File: config.mk
export PLATFORM = sky130hd
export DESIGN_NAME = mem_arbiter
export DESIGN_NICKNAME = d
export VERILOG_FILES = /design/src/rtl/mem_arbiter.sv
export SDC_FILE = /design/constraint.sdc
export NUM_CORES = 1
export LEC_CHECK = 0
export CORE_UTILIZATION = 25
export CTS_BUF_LIST = sky130_fd_sc_hd__clkbuf_8
export CTS_CLUSTER_DIAMETER = 30
export DETAILED_ROUTE_END_ITERATION = 7
export GPL_ROUTABILITY_DRIVEN = 0
export GPL_TIMING_DRIVEN = 0
export MAX_ROUTING_LAYER = met4
export PLACE_DENSITY = 0.57
export SLEW_MARGIN = 40
export SYNTH_ARGS = -nofsm -noshare
export SYNTH_HDL_FRONTEND = slang
export SYNTH_SLANG_ARGS = --single-unit
File: constraint.sdc
create_clock -name clk -period 2.08 [get_ports clk]
set_input_delay 0.416 -clock clk [delete_from_list [all_inputs] [get_ports clk]]
set_output_delay 0.416 -clock clk [all_outputs]
set_load 0.02 [all_outputs]
File: src/rtl/mem_arbiter.sv
// Two-port round-robin arbiter in front of one synchronous single-port RAM.
// Ports: clk/rst; p0_*/p1_* req/we/addr/wdata in, ack/rdata out; mem_* out; mem_rdata in; gnt out.
module mem_arbiter #(
  parameter int AW = 16,
  parameter int DW = 16
) (
  input  logic          clk,
  input  logic          rst,
  input  logic          p0_req,
  input  logic          p0_we,
  input  logic [AW-1:0] p0_addr,
  input  logic [DW-1:0] p0_wdata,
  output logic          p0_ack,
  output logic [DW-1:0] p0_rdata,
  input  logic          p1_req,
  input  logic          p1_we,
  input  logic [AW-1:0] p1_addr,
  input  logic [DW-1:0] p1_wdata,
  output logic          p1_ack,
  output logic [DW-1:0] p1_rdata,
  output logic          mem_en,
  output logic          mem_we,
  output logic [AW-1:0] mem_addr,
  output logic [DW-1:0] mem_wdata,
  input  logic [DW-1:0] mem_rdata,
  output logic [1:0]    gnt
);

  typedef enum logic [1:0] {
    IDLE,
    ACCESS,
    RESP
  } state_t;

  state_t        state_q, state_d;
  logic [1:0]    gnt_q, gnt_d;
  logic          last_q, last_d;
  logic          mem_en_q, mem_en_d;
  logic          mem_we_q, mem_we_d;
  logic [AW-1:0] mem_addr_q, mem_addr_d;
  logic [DW-1:0] mem_wdata_q, mem_wdata_d;
  logic          p0_ack_q, p0_ack_d;
  logic          p1_ack_q, p1_ack_d;
  logic [DW-1:0] p0_rdata_q, p0_rdata_d;
  logic [DW-1:0] p1_rdata_q, p1_rdata_d;
  logic [DW-1:0] resp_data;
  logic          pick0;

  // RAM data is itself a register output, valid only in the RESP cycle,
  // so it is steered straight to the owner while ack is high and then held.
  assign resp_data = mem_we_q ? '0 : mem_rdata;

  assign p0_ack    = p0_ack_q;
  assign p1_ack    = p1_ack_q;
  assign p0_rdata  = p0_ack_q ? resp_data : p0_rdata_q;
  assign p1_rdata  = p1_ack_q ? resp_data : p1_rdata_q;
  assign mem_en    = mem_en_q;
  assign mem_we    = mem_we_q;
  assign mem_addr  = mem_addr_q;
  assign mem_wdata = mem_wdata_q;
  assign gnt       = gnt_q;

  always_comb begin
    state_d     = state_q;
    gnt_d       = gnt_q;
    last_d      = last_q;
    mem_en_d    = 1'b0;
    mem_we_d    = mem_we_q;
    mem_addr_d  = mem_addr_q;
    mem_wdata_d = mem_wdata_q;
    p0_ack_d    = 1'b0;
    p1_ack_d    = 1'b0;
    p0_rdata_d  = p0_rdata_q;
    p1_rdata_d  = p1_rdata_q;
    // last_q=1 means port 1 was granted last, so port 0 wins a tie
    pick0       = p0_req && (!p1_req || last_q);
    unique case (state_q)
      IDLE: begin
        if (p0_req || p1_req) begin
          state_d  = ACCESS;
          mem_en_d = 1'b1;
          last_d   = !pick0;
          if (pick0) begin
            gnt_d       = 2'b01;
            mem_we_d    = p0_we;
            mem_addr_d  = p0_addr;
            mem_wdata_d = p0_wdata;
          end else begin
            gnt_d       = 2'b10;
            mem_we_d    = p1_we;
            mem_addr_d  = p1_addr;
            mem_wdata_d = p1_wdata;
          end
        end
      end
      ACCESS: begin
        state_d  = RESP;
        p0_ack_d = gnt_q[0];
        p1_ack_d = gnt_q[1];
      end
      RESP: begin
        state_d = IDLE;
        gnt_d   = 2'b00;
        if (gnt_q[0]) p0_rdata_d = resp_data;
        if (gnt_q[1]) p1_rdata_d = resp_data;
      end
      default: begin
        state_d = IDLE;
        gnt_d   = 2'b00;
      end
    endcase
  end

  always_ff @(posedge clk) begin
    if (rst) begin
      state_q     <= IDLE;
      gnt_q       <= 2'b00;
      last_q      <= 1'b1;
      mem_en_q    <= 1'b0;
      mem_we_q    <= 1'b0;
      mem_addr_q  <= '0;
      mem_wdata_q <= '0;
      p0_ack_q    <= 1'b0;
      p1_ack_q    <= 1'b0;
      p0_rdata_q  <= '0;
      p1_rdata_q  <= '0;
    end else begin
      state_q     <= state_d;
      gnt_q       <= gnt_d;
      last_q      <= last_d;
      mem_en_q    <= mem_en_d;
      mem_we_q    <= mem_we_d;
      mem_addr_q  <= mem_addr_d;
      mem_wdata_q <= mem_wdata_d;
      p0_ack_q    <= p0_ack_d;
      p1_ack_q    <= p1_ack_d;
      p0_rdata_q  <= p0_rdata_d;
      p1_rdata_q  <= p1_rdata_d;
    end
  end

endmodule

==> out/results.ini <==
[routing]
viasPerCell = 4.88
post-route-drc-count = 0
drt-pass1-iter-count = 4
routed_wl_um = 11900
ant_nets = 0
drt-initial-drc-count = 205
wl_per_cell_um = 15.4
vias = 3764

[global_routing]
grt_pass1_vias = 3740
grt_pass1_wl_um = 18400
grt_max_degree = 12
grt_usage_pct = 17.0
antenna_found_initial = 0
grt_overflow = 0

[worst_setup_path]
crit_path_start_kind = flop
crit_required_ns = 1.66
reg2reg_from = state_q[0]
arrival_ns = 1.65
end_kind = output port
path_max_fanout = 7
crit_start = mem_we
path_class = reg -> out

[power]
p_leak_nw = 2.03
power_density_mw_per_mm2 = 616
ir_drop_mv = 0.337
total_power_mw = 3.41

[synthesis]
syn_area_mm2 = 0.00343
synth_cells = 415
synth.avg_cell_area_um2 = 8.25
ys_warn_count = 0
synth.net_count = 501
synth.yosys.seq_area_share_pct = 42.7
synth.distinct_cells = 26
synth-seq-cells = 73

[timing]
period_minus_slack_ns = 2.06
slew_headroom_pct = 66.5
fin_setup_tns_ns = 0
final_hold_viol_count = 0
grt_setup_unrepaired = yes
clock_skew_ns = 0.0108
fin_ws_ns = 0.0159
slew_violations = 0
worst_pin_slew_ns = 0.503
timing.fmax_ghz = 0.484
finalCritPeriodShare_pct = 99.2
final-setup-viol-count = 0

[clocking]
clk_latency_ns = 0.36
clock_sinks = 73
hold_buffers = 0
path_clk_slew_ns = 0.08
cts_buffer_depth = 2
cts-root-buf = clkbuf_8
cts_tree = done
htree_levels = 3
cts_buffers = 9

[placed_design]
dp_hpwl_um = 8680
io_buffers = 154
dp.cells = 745
pre_cts_slack_ns = -0.509

[final_layout]
nets = 677
multi_input_area_mm2 = 0.00179
n_fill_cell = 1388
layout.cells.non_filler = 771
layout-drive-gt1-share_pct = 19.2
seq_area_mm2 = 0.00147
antenna_cells = 0
synthToLayoutAreaGrowth_pct = 61.6

[floorplan]
ioPinCount = 156
coreArea_mm2 = 0.0133
dieArea_mm2 = 0.0142
fp.dieH_um = 119
rows = 42
initial_utilization_pct = 25.8
die-width_um = 119

[job]
cap_violations = 0

[hold_path]
hp-start = p1_rdata_q[2]
hold_class = reg -> reg

[outcome]
status = complete, no violations

-- area by class of cell --
class                      instances  area share [%]
tap                              176            3.98
clock inverter                     3           0.294
timing repair buffer             167            29.5
inverter                           1          0.0678
buffer                            39            4.36
multi-input combinational        300            32.3
sequential                        73            26.6
clock buffer                      12            2.98
-- through the flow --
stage	util, %	hold WS [ns]	cell area, µm²
after floorplan	-	0.434	3430
after global placement	39.0	0.440	5190
after detailed placement	39.0	0.446	5190
after CTS	40.6	0.458	5400
after global routing	41.6	0.480	5540
final	41.6	0.457	5540
-- where the power goes --
group	switching (mW)	total [mW]	leakage [nW]	internal [mW]
clock network	0.542	1.06	0.0957	0.518
logic	0.411	0.834	1.33	0.422
registers	0.0456	1.52	0.598	1.47
total	0.999	3.41	2.03	2.41
-- repair_timing --
item                       in CTS  in global routing
resized for setup              97                 35
setup buffers                   1                 11
setup endpoints to repair      33                 26
gates cloned                    0                  1
-- cell usage after synthesis --
master    number  area, µm²
a21oi_1       32        160
a31oi_1       33        206
a32oi_1        2       17.5
and2b_1        7       52.6
and3_1         2       12.5
and3b_1        2       17.5
buf_2         10       50.1
buf_4          2       15.0
buf_6          5       56.3
clkbuf_1      21       78.8
clkbuf_2       3       15.0
dfxtp_1       73       1460
inv_1          1       3.75
mux2_2        32        360
nand2_1       65        244
nand2b_1       4       25.0
nand3_1       66        330
nand3b_1       2       15.0
nor2_1         2       7.51
nor2b_1        9       56.3
nor3_1         5       25.0
nor3b_4        2       37.5
o21ai_0       30        150
o21ai_1        3       15.0
o22ai_1        1       6.26
or2_1          1       6.26
-- per-layer routing --
layer / part of all wire, % / vias up / GRT usage [%] / wire, µm
met2: 45 / 176 / 26.7 / 5360
met4: 1.8 / 0 / 7.12 / 211
met1: 45 / 1752 / 20.6 / 5400
met5: 0 / - / - / 0
li1: - / 1819 / - / -
met3: 7.9 / 17 / 4.50 / 938
-- final timing paths --
check | end | slack [ns] | depth (start not counted)
setup / recovery | p0_rdata[1] | 0.02 | 5
setup reg to reg | mem_wdata[0] | 0.58 | 5
hold reg to reg | p1_rdata_q[2] | 0.46 | 2
hold / removal | p1_rdata_q[2] | 0.46 | 2
-- cell usage in the layout, fill, tap and decap left out, types with 2 or more instances in the layout --
cell and instances:
and2b_1 2, clkbuf_8 12, a32oi_1 2, nand3b_1 2
and3_1 2, clkbuf_2 5, nand3_1 66, o21ai_0 30
a21oi_1 32, and2b_2 5, buf_2 11, nor2b_2 9
dfxtp_1 70, a31oi_1 33, nand2b_1 4, buf_4 13
dlygate4sd2_1 3, mux2_4 3, mux2_2 29, dfxtp_4 3
and3b_1 2, clkbuf_1 18, nor3b_4 2, nor2_1 2
nor3_1 5, clkdlybuf4s15_2 3, inv_1 2, nand2_1 65
clkdlybuf4s15_1 14, clkdlybuf4s50_1 122, buf_6 16, o21ai_1 3
-- worst max-delay path, cell delays in order, from the launching register on --
cell	delay (ns)
dfxtp_4	0.43
buf_6	0.12
buf_6	0.08
and2b_2	0.24
mux2_4	0.28
buf_6	0.13
-- cells by family after synthesis --
logic type | share of synthesized area, %
AND/OR/NAND/NOR | 24.2
AO/OA/AOI/OAI | 16.2
flip-flops | 42.7
buffers and inverters | 6.39
multiplexers | 10.5
-- sequential cells by signal, summed over array words and instances, names as in the netlist, 2 cells and up --
name and count:
gnt 2, p1_rdata_q 16, p0_rdata_q 16, mem_wdata 16, mem_addr 16, state_q 2
(Power assumes the default switching activity.)
